<file path="src/rtl/brt_pkg.sv">
// Shared types and defaults for the branch resolution queue.
package brt_pkg;

    localparam int BRT_DEPTH   = 16;
    localparam int BRT_ROBSIZE = 8;
    localparam int BRT_NRES    = 2;

    // Widest ROB tag an entry can hold. Narrower tags are zero-extended on
    // the way in, so ROBSIZE must not exceed this.
    localparam int BRT_ROBW    = 16;

    typedef struct packed {
        logic                valid;
        logic                resolved;
        logic [BRT_ROBW-1:0] rob;
        logic [31:0]         pc;
        logic [31:0]         target_pre;
        logic                taken_pre;
        logic [31:0]         target_cal;
        logic                taken_cal;
        logic                is_ret;
    } brt_entry_t;

    // Prediction was wrong in direction, or taken to the wrong place.
    function automatic logic brt_miss_pre(input brt_entry_t e);
        return (e.taken_cal != e.taken_pre) ||
               (e.taken_cal && (e.target_cal != e.target_pre));
    endfunction

    // Architecturally correct next PC for the branch.
    function automatic logic [31:0] brt_cal_target(input brt_entry_t e);
        return e.taken_cal ? e.target_cal : (e.pc + 32'd4);
    endfunction

endpackage

</file>
<file path="src/rtl/brt_queue_if.sv">
// Allocate / resolve / commit / predictor-update bundle of the branch queue.
interface brt_queue_if #(
    parameter int DEPTH   = 16,
    parameter int ROBSIZE = 8,
    parameter int NRES    = 2
);
    // allocate
    logic                        i_wr_en;
    logic [ROBSIZE-1:0]          i_wr_rob_addr;
    logic [31:0]                 i_wr_pc;
    logic [31:0]                 i_wr_target_pre;
    logic                        i_wr_taken_pre;
    logic                        i_wr_is_ret;
    logic                        o_full;
    logic                        o_empty;
    logic [$clog2(DEPTH):0]      o_count;
    // resolve
    logic [NRES-1:0]             i_res_v;
    logic [NRES*ROBSIZE-1:0]     i_res_rob_addr;
    logic [NRES-1:0]             i_res_taken;
    logic [NRES*32-1:0]          i_res_target;
    logic [NRES-1:0]             o_res_ack;
    // commit
    logic                        i_commit;
    logic [ROBSIZE-1:0]          i_commit_rob_addr;
    logic                        o_commit_done;
    logic                        o_commit_miss_pre;
    logic [31:0]                 o_commit_cal_target;
    // predictor update
    logic                        o_btb_write_en;
    logic [31:0]                 o_btb_write_pc;
    logic [31:0]                 o_btb_write_target;
    logic                        o_btb_write_is_ret;
    logic                        o_bht_write_en;
    logic [31:0]                 o_bht_write_pc;
    logic                        o_bht_write_taken;

    modport master (
        output i_wr_en, i_wr_rob_addr, i_wr_pc, i_wr_target_pre, i_wr_taken_pre, i_wr_is_ret,
        output i_res_v, i_res_rob_addr, i_res_taken, i_res_target,
        output i_commit, i_commit_rob_addr,
        input  o_full, o_empty, o_count, o_res_ack,
        input  o_commit_done, o_commit_miss_pre, o_commit_cal_target,
        input  o_btb_write_en, o_btb_write_pc, o_btb_write_target, o_btb_write_is_ret,
        input  o_bht_write_en, o_bht_write_pc, o_bht_write_taken
    );

    modport slave (
        input  i_wr_en, i_wr_rob_addr, i_wr_pc, i_wr_target_pre, i_wr_taken_pre, i_wr_is_ret,
        input  i_res_v, i_res_rob_addr, i_res_taken, i_res_target,
        input  i_commit, i_commit_rob_addr,
        output o_full, o_empty, o_count, o_res_ack,
        output o_commit_done, o_commit_miss_pre, o_commit_cal_target,
        output o_btb_write_en, o_btb_write_pc, o_btb_write_target, o_btb_write_is_ret,
        output o_bht_write_en, o_bht_write_pc, o_bht_write_taken
    );

endinterface

</file>
<file path="src/rtl/brt_cam_match.sv">
// One resolve channel's tag search over all queue entries; the lowest
// matching entry index wins if a tag is present more than once.
module brt_cam_match #(
    parameter int DEPTH = 16,
    parameter int TAGW  = 16,
    localparam int IW   = $clog2(DEPTH)
) (
    input  logic [DEPTH-1:0]           valid,
    input  logic [DEPTH-1:0][TAGW-1:0] tags,
    input  logic                       req_v,
    input  logic [TAGW-1:0]            req_tag,
    output logic [DEPTH-1:0]           hit_oh,
    output logic                       hit,
    output logic [IW-1:0]              hit_idx
);

    // Scan high to low so the last (lowest) match overwrites earlier ones.
    always_comb begin
        hit_oh  = '0;
        hit     = 1'b0;
        hit_idx = '0;
        for (int i = DEPTH - 1; i >= 0; i--) begin
            if (req_v && valid[i] && (tags[i] == req_tag)) begin
                hit       = 1'b1;
                hit_idx   = IW'(i);
                hit_oh    = '0;
                hit_oh[i] = 1'b1;
            end
        end
    end

endmodule

</file>
<file path="src/rtl/brt_queue.sv">
// Branch resolution queue: in-order allocate, out-of-order resolve by ROB
// tag on NRES channels, in-order commit with predictor update.
module brt_queue
    import brt_pkg::*;
#(
    parameter int DEPTH   = BRT_DEPTH,
    parameter int ROBSIZE = BRT_ROBSIZE,
    parameter int NRES    = BRT_NRES
) (
    input  logic       clk,
    input  logic       rstn,
    input  logic       i_flush,
    brt_queue_if.slave bus
);

    localparam int PW = $clog2(DEPTH);
    localparam int CW = PW + 1;

    brt_entry_t                        ent [DEPTH];
    logic [PW-1:0]                     head;
    logic [PW-1:0]                     tail;
    logic [CW-1:0]                     count;

    logic [DEPTH-1:0]                  ent_v;
    logic [DEPTH-1:0][BRT_ROBW-1:0]    ent_rob;
    logic [NRES-1:0][BRT_ROBW-1:0]     res_tag;
    logic [NRES-1:0][31:0]             res_tgt;
    logic [NRES-1:0][DEPTH-1:0]        hit_oh;
    logic [NRES-1:0]                   hit;
    logic [NRES-1:0][PW-1:0]           hit_idx;
    logic [NRES-1:0]                   ack;
    logic [DEPTH-1:0]                  claimed;

    logic                              full;
    logic                              wr_ok;
    logic                              commit_ok;
    brt_entry_t                        head_e;

    assign full         = (count == CW'(DEPTH));
    assign wr_ok        = bus.i_wr_en && !full;
    assign bus.o_full   = full;
    assign bus.o_empty  = (count == '0);
    assign bus.o_count  = count;

    // Flatten entry state and unpack the per-channel resolve buses.
    always_comb begin
        ent_v   = '0;
        ent_rob = '0;
        res_tag = '0;
        res_tgt = '0;
        for (int e = 0; e < DEPTH; e++) begin
            ent_v[e]   = ent[e].valid;
            ent_rob[e] = ent[e].rob;
        end
        for (int c = 0; c < NRES; c++) begin
            res_tag[c] = BRT_ROBW'(bus.i_res_rob_addr[c*ROBSIZE +: ROBSIZE]);
            res_tgt[c] = bus.i_res_target[c*32 +: 32];
        end
    end

    for (genvar c = 0; c < NRES; c++) begin : g_cam
        brt_cam_match #(
            .DEPTH (DEPTH),
            .TAGW  (BRT_ROBW)
        ) u_cam (
            .valid   (ent_v),
            .tags    (ent_rob),
            .req_v   (bus.i_res_v[c]),
            .req_tag (res_tag[c]),
            .hit_oh  (hit_oh[c]),
            .hit     (hit[c]),
            .hit_idx (hit_idx[c])
        );
    end

    // Lowest channel claims an entry; higher channels hitting it get no ack.
    // Acked channels therefore always target distinct entries.
    always_comb begin
        ack     = '0;
        claimed = '0;
        for (int c = 0; c < NRES; c++) begin
            ack[c] = hit[c] && ((hit_oh[c] & claimed) == '0);
            if (ack[c]) claimed = claimed | hit_oh[c];
        end
    end

    assign bus.o_res_ack = rstn ? ack : '0;

    // Head commit check and predictor-update outputs; zero unless committing.
    always_comb begin
        head_e    = ent[head];
        commit_ok = rstn && bus.i_commit && head_e.valid && head_e.resolved &&
                    (head_e.rob == BRT_ROBW'(bus.i_commit_rob_addr));

        bus.o_commit_done       = 1'b0;
        bus.o_commit_miss_pre   = 1'b0;
        bus.o_commit_cal_target = '0;
        bus.o_btb_write_en      = 1'b0;
        bus.o_btb_write_pc      = '0;
        bus.o_btb_write_target  = '0;
        bus.o_btb_write_is_ret  = 1'b0;
        bus.o_bht_write_en      = 1'b0;
        bus.o_bht_write_pc      = '0;
        bus.o_bht_write_taken   = 1'b0;
        if (commit_ok) begin
            bus.o_commit_done       = 1'b1;
            bus.o_commit_miss_pre   = brt_miss_pre(head_e);
            bus.o_commit_cal_target = brt_cal_target(head_e);
            bus.o_bht_write_en      = 1'b1;
            bus.o_bht_write_pc      = head_e.pc;
            bus.o_bht_write_taken   = head_e.taken_cal;
            if (head_e.taken_cal) begin
                bus.o_btb_write_en     = 1'b1;
                bus.o_btb_write_pc     = head_e.pc;
                bus.o_btb_write_target = head_e.target_cal;
                bus.o_btb_write_is_ret = head_e.is_ret;
            end
        end
    end

    // Queue state: flush behaves like reset; otherwise resolve, pop, push.
    // Resolve only touches valid entries and the pushed tail is never valid
    // when a write is accepted, so the three updates never collide except
    // resolve+pop on the head, where clearing valid is what matters.
    always_ff @(posedge clk) begin
        if (!rstn || i_flush) begin
            head  <= '0;
            tail  <= '0;
            count <= '0;
            for (int e = 0; e < DEPTH; e++) begin
                ent[e].valid    <= 1'b0;
                ent[e].resolved <= 1'b0;
            end
        end else begin
            for (int c = 0; c < NRES; c++) begin
                if (ack[c]) begin
                    ent[hit_idx[c]].resolved   <= 1'b1;
                    ent[hit_idx[c]].taken_cal  <= bus.i_res_taken[c];
                    ent[hit_idx[c]].target_cal <= res_tgt[c];
                end
            end
            if (commit_ok) begin
                ent[head].valid <= 1'b0;
                head            <= head + 1'b1;
            end
            if (wr_ok) begin
                ent[tail] <= '{valid:      1'b1,
                               resolved:   1'b0,
                               rob:        BRT_ROBW'(bus.i_wr_rob_addr),
                               pc:         bus.i_wr_pc,
                               target_pre: bus.i_wr_target_pre,
                               taken_pre:  bus.i_wr_taken_pre,
                               target_cal: 32'd0,
                               taken_cal:  1'b0,
                               is_ret:     bus.i_wr_is_ret};
                tail <= tail + 1'b1;
            end
            count <= count + CW'(wr_ok) - CW'(commit_ok);
        end
    end

endmodule

</file>
<file path="src/flat_wrapper.sv">
// flat-port wrapper written by rule: the top's interface ports become plain ports
module brt_queue_flat import brt_pkg::*;
#(
    parameter int DEPTH   = BRT_DEPTH,
    parameter int ROBSIZE = BRT_ROBSIZE,
    parameter int NRES    = BRT_NRES
)
  (clk, rstn, i_flush, bus_i_wr_en, bus_i_wr_rob_addr, bus_i_wr_pc, bus_i_wr_target_pre, bus_i_wr_taken_pre, bus_i_wr_is_ret, bus_i_res_v, bus_i_res_rob_addr, bus_i_res_taken, bus_i_res_target, bus_i_commit, bus_i_commit_rob_addr, bus_o_full, bus_o_empty, bus_o_count, bus_o_res_ack, bus_o_commit_done, bus_o_commit_miss_pre, bus_o_commit_cal_target, bus_o_btb_write_en, bus_o_btb_write_pc, bus_o_btb_write_target, bus_o_btb_write_is_ret, bus_o_bht_write_en, bus_o_bht_write_pc, bus_o_bht_write_taken);
  brt_queue_if #(.DEPTH(DEPTH), .ROBSIZE(ROBSIZE), .NRES(NRES)) bus_i ();
  input  logic clk;
  input  logic rstn;
  input  logic i_flush;
  input wire logic [$bits(bus_i.i_wr_en)-1:0] bus_i_wr_en;
  input wire logic [$bits(bus_i.i_wr_rob_addr)-1:0] bus_i_wr_rob_addr;
  input wire logic [$bits(bus_i.i_wr_pc)-1:0] bus_i_wr_pc;
  input wire logic [$bits(bus_i.i_wr_target_pre)-1:0] bus_i_wr_target_pre;
  input wire logic [$bits(bus_i.i_wr_taken_pre)-1:0] bus_i_wr_taken_pre;
  input wire logic [$bits(bus_i.i_wr_is_ret)-1:0] bus_i_wr_is_ret;
  input wire logic [$bits(bus_i.i_res_v)-1:0] bus_i_res_v;
  input wire logic [$bits(bus_i.i_res_rob_addr)-1:0] bus_i_res_rob_addr;
  input wire logic [$bits(bus_i.i_res_taken)-1:0] bus_i_res_taken;
  input wire logic [$bits(bus_i.i_res_target)-1:0] bus_i_res_target;
  input wire logic [$bits(bus_i.i_commit)-1:0] bus_i_commit;
  input wire logic [$bits(bus_i.i_commit_rob_addr)-1:0] bus_i_commit_rob_addr;
  output wire logic [$bits(bus_i.o_full)-1:0] bus_o_full;
  output wire logic [$bits(bus_i.o_empty)-1:0] bus_o_empty;
  output wire logic [$bits(bus_i.o_count)-1:0] bus_o_count;
  output wire logic [$bits(bus_i.o_res_ack)-1:0] bus_o_res_ack;
  output wire logic [$bits(bus_i.o_commit_done)-1:0] bus_o_commit_done;
  output wire logic [$bits(bus_i.o_commit_miss_pre)-1:0] bus_o_commit_miss_pre;
  output wire logic [$bits(bus_i.o_commit_cal_target)-1:0] bus_o_commit_cal_target;
  output wire logic [$bits(bus_i.o_btb_write_en)-1:0] bus_o_btb_write_en;
  output wire logic [$bits(bus_i.o_btb_write_pc)-1:0] bus_o_btb_write_pc;
  output wire logic [$bits(bus_i.o_btb_write_target)-1:0] bus_o_btb_write_target;
  output wire logic [$bits(bus_i.o_btb_write_is_ret)-1:0] bus_o_btb_write_is_ret;
  output wire logic [$bits(bus_i.o_bht_write_en)-1:0] bus_o_bht_write_en;
  output wire logic [$bits(bus_i.o_bht_write_pc)-1:0] bus_o_bht_write_pc;
  output wire logic [$bits(bus_i.o_bht_write_taken)-1:0] bus_o_bht_write_taken;
  assign bus_i.i_wr_en = bus_i_wr_en;
  assign bus_i.i_wr_rob_addr = bus_i_wr_rob_addr;
  assign bus_i.i_wr_pc = bus_i_wr_pc;
  assign bus_i.i_wr_target_pre = bus_i_wr_target_pre;
  assign bus_i.i_wr_taken_pre = bus_i_wr_taken_pre;
  assign bus_i.i_wr_is_ret = bus_i_wr_is_ret;
  assign bus_i.i_res_v = bus_i_res_v;
  assign bus_i.i_res_rob_addr = bus_i_res_rob_addr;
  assign bus_i.i_res_taken = bus_i_res_taken;
  assign bus_i.i_res_target = bus_i_res_target;
  assign bus_i.i_commit = bus_i_commit;
  assign bus_i.i_commit_rob_addr = bus_i_commit_rob_addr;
  assign bus_o_full = bus_i.o_full;
  assign bus_o_empty = bus_i.o_empty;
  assign bus_o_count = bus_i.o_count;
  assign bus_o_res_ack = bus_i.o_res_ack;
  assign bus_o_commit_done = bus_i.o_commit_done;
  assign bus_o_commit_miss_pre = bus_i.o_commit_miss_pre;
  assign bus_o_commit_cal_target = bus_i.o_commit_cal_target;
  assign bus_o_btb_write_en = bus_i.o_btb_write_en;
  assign bus_o_btb_write_pc = bus_i.o_btb_write_pc;
  assign bus_o_btb_write_target = bus_i.o_btb_write_target;
  assign bus_o_btb_write_is_ret = bus_i.o_btb_write_is_ret;
  assign bus_o_bht_write_en = bus_i.o_bht_write_en;
  assign bus_o_bht_write_pc = bus_i.o_bht_write_pc;
  assign bus_o_bht_write_taken = bus_i.o_bht_write_taken;
  brt_queue #(.DEPTH(DEPTH), .ROBSIZE(ROBSIZE), .NRES(NRES)) u_core (.clk(clk), .rstn(rstn), .i_flush(i_flush), .bus(bus_i));
endmodule
</file>
<file path="config.mk">
export PLATFORM = sky130hd
export DESIGN_NAME = brt_queue_flat
export DESIGN_NICKNAME = d
export VERILOG_FILES = /design/src/rtl/brt_pkg.sv /design/src/rtl/brt_queue_if.sv /design/src/rtl/brt_cam_match.sv /design/src/rtl/brt_queue.sv /design/src/flat_wrapper.sv
export SDC_FILE = /design/constraint.sdc
export NUM_CORES = 2
export LEC_CHECK = 0
export ABC_CLOCK_PERIOD_IN_PS = 11500
export CAP_MARGIN = 20
export CORE_MARGIN = 2
export CORE_UTILIZATION = 50
export DETAILED_ROUTE_END_ITERATION = 10
export GPL_ROUTABILITY_DRIVEN = 0
export HOLD_SLACK_MARGIN = 0.1
export PLACE_DENSITY_LB_ADDON = 0.15
export SYNTH_ARGS = -nofsm -noshare
export SYNTH_HDL_FRONTEND = slang
export SYNTH_HIERARCHICAL = 1
export SYNTH_SLANG_ARGS = --single-unit
</file>
<file path="constraint.sdc">
create_clock -name clk -period 11.5 [get_ports clk]
set_input_delay 1.725 -clock clk [delete_from_list [all_inputs] [get_ports clk]]
set_output_delay 1.725 -clock clk [all_outputs]
set_load 0.05 [all_outputs]
</file>
==> run metrics <==
status complete, no violations; post-synth top area share 42.5%; Pleak 31.9 nW; layout cell share with drive strength beyond 1 13.3%; share of flip-flops with an asynchronous set or reset 0%; Chip Width 413 microns; most frequent cells in the layout 1184 x edfxtp_1, 624 x nor2_1, 623 x mux2i_1; Setup Skew 0.0360 ns; Global Route met2 Usage 49.5%; clock sinks 1761; fin crit share 80.6%; Detail Route Antenna Nets 0; Power Dens Cells 138 nW/um^2; # fillers 13300; DRC 0; router iterations before antenna repair 8; GR met1 Demand/Resource 45.8%; utilization after layout 56.9%; clk slew on worst S/H paths 0.06 ns; # rows 150; Post-CTS Setup Repair Bufs 0; pin count of the biggest net entering global routing 113; GRT overflow 0; Crit Path Class reg2out; final hold violations 0; FF+latch area 47100 sq um; Crit. End Element output pin; Final nets 6543; Synth cell types 80; detailed-route via count 55900; Max IR drop VDD 0.158 mV; initial antenna violation count 34; crit path cell chain buf_4 > and2_1 > a22oi_1 > nand2_1 > xor2_1 > a21oi_1 > or4b_4 > inv_2 > nand2_2 > buf_4 > nor3_1 > clkdlybuf4s50_1; Ports 314; max-cap violations 0; Max Fclk 0.108 GHz; GR Util met3 8.24%; dpl hpwl 162000 microns; crit-path max FO 47; WP data arrival 7.54 ns; Yosys reg bits 1761; worst slew pin tran 1.21 ns; total track usage 32.6%; slowest CP cell clkdlybuf4s50_1; cell mode on critical path buf_4; Post-Syn Instances 6059; synthesized cell area 83600 sq um; CTS tree built; Ys Warns 6; worst endpoint required time 9.78 ns; port bufs 313; hold depth 2; Die H 413 microns; Post-synth EDFFs 1184; global-route wire length before repair 398000 microns; area leader, netlist edfxtp_1; Hold Crit Class reg2reg; setup_tns 0 ns; Crit path largest cell delay 0.97 ns; Clock Latency Late Sink 0.83 ns; area of the die 171000 sq um; Area Overhead vs Synth 13.5%; DRT iter0 DRCs 7080; RSZ-0062 raised after global routing no; initial core utilization 50.2%; commonest non-fill, non-tap cell in the layout edfxtp_1; register area share after synthesis 56.3%; Final Setup Violations 0; GRT Max-Usage Layer met2; CTS Hold Bufs 0; Clock Path Buffers 3; Avg WL per Cell 32.2 microns; Tot Pwr 13.1 mW; CP startpoint kind flop; clock root buffer clkbuf_16; Max Slew Vio Count 0; ys flop type edfxtp_1; syn avg cell area 13.8 sq um; Area contributors post-synth edfxtp_1 43%, dfxtp_1 14%, mux4_2 11%; Multi-input gate area 34900 sq um; PostCTS Resize Cnt 0; htree depth 4; cts bufs inserted 184; Final min period 9.26 ns; vias per inst 6.41; core box area 167000 sq um; vias in the first global route 53200; DRT Wirelength 281000 microns; R2R cell count 17; Max-slew headroom 19.5%
path summary, 6_finish.rpt:
kind | startpoint | end | slack (ns)
hold reg to reg | u_core/ent[5][107]$_SDFF_PP0_ | u_core/ent[5][107]$_SDFF_PP0_ | 0.49
hold / removal | u_core/ent[5][107]$_SDFF_PP0_ | u_core/ent[5][107]$_SDFF_PP0_ | 0.49
setup / recovery | flop | bus_o_btb_write_target[29] | 2.24
setup reg to reg | u_core/ent[0][99]$_DFFE_PP_ | u_core/ent[15][32]$_SDFFE_PP0P_ | 5.03
power by group:
part           leakage (nW)  switching (mW)  internal, mW
Combinational          13.7           0.316         0.180
Clock                  2.86            2.55          3.29
Sequential             15.3         0.00636          6.76
routing by layer:
metal | vias up | routed length, microns
met1 | 28500 | 113000
li1 | 23700 | -
met3 | 525 | 30900
met5 | - | 174
met4 | 30 | 9650
met2 | 3147 | 127000
worst max-delay path: cells and delay by family (launching register included):
kind                      cells  cell delay, ns
AOI/OAI and AO/OA             2            0.37
DFF                           1            0.87
and+or+nand+nor               5            3.05
xor gates and xnor gates      1            0.17
buffers and inverters         4            2.20
flip-flops by register name, indices dropped and copies added (netlist names), named ones only:
signal / cells
u_core/head: 4
u_core/bus.o_count: 5
u_core/ent: 1744
u_core/tail: 4
metrics by stage:
stage | setup slack, ns | std cells | instance area [sq um] | hold WS (ns)
3_3_place_gp | 2.93 | 8370 | 88900 | 0.471
2_1_floorplan | 5.19 | 6330 | 84600 | 0.458
6_report | 2.24 | 8720 | 94900 | 0.490
5_1_grt | 1.85 | 8715 | 94900 | 0.508
4_1_cts | 2.08 | 8705 | 94800 | 0.487
3_5_place_dp | 2.91 | 8372 | 88900 | 0.476
layout make-up:
type	count	area share, %
Sequential cell	1761	49.7
Multi-Input combinational cell	3978	36.8
Clock buffer	237	5.20
Timing Repair Buffer	403	4.21
Tap cell	2204	2.91
Clock inverter	96	1.03
Inverter	28	0.116
Antenna cell	13	0.0343
synth_stat cells (all sizes together), types with 4 or more instances:
cell     instances
or4             22
edfxtp        1184
buf            244
a221o            4
nand2          113
nand2b          17
nand3           70
a21oi           66
nor3            33
a221oi          43
o21ai           41
and3            31
mux2i          623
a211oi         534
or2             10
a31o             4
o21bai           4
o2bb2ai          4
a22o            45
nand4          127
nor2b           20
a31oi           11
clkbuf         319
nor3b           12
xnor2          498
nor4            53
a21o            17
mux4           428
and2            21
inv             28
ha              15
xor2            87
or3              7
o22ai            8
o211ai          16
nor2           645
a22oi           44
dfxtp          577
kinds of logic (layout without fill, tap and decap cells):
family          after synthesis  after routing  synth area share, %
mux                        1054           1054                 19.2
other cells                   1            285              0.00448
buf+inv                     591            764                 3.58
flops                      1761           1761                 56.3
compound gates              855            855                 7.56
xor+xnor                    585            585                 6.18
simple gates               1196           1196                 6.93
fa+ha+maj                    16             16                0.248
Power figures use the tool's default switching activity.
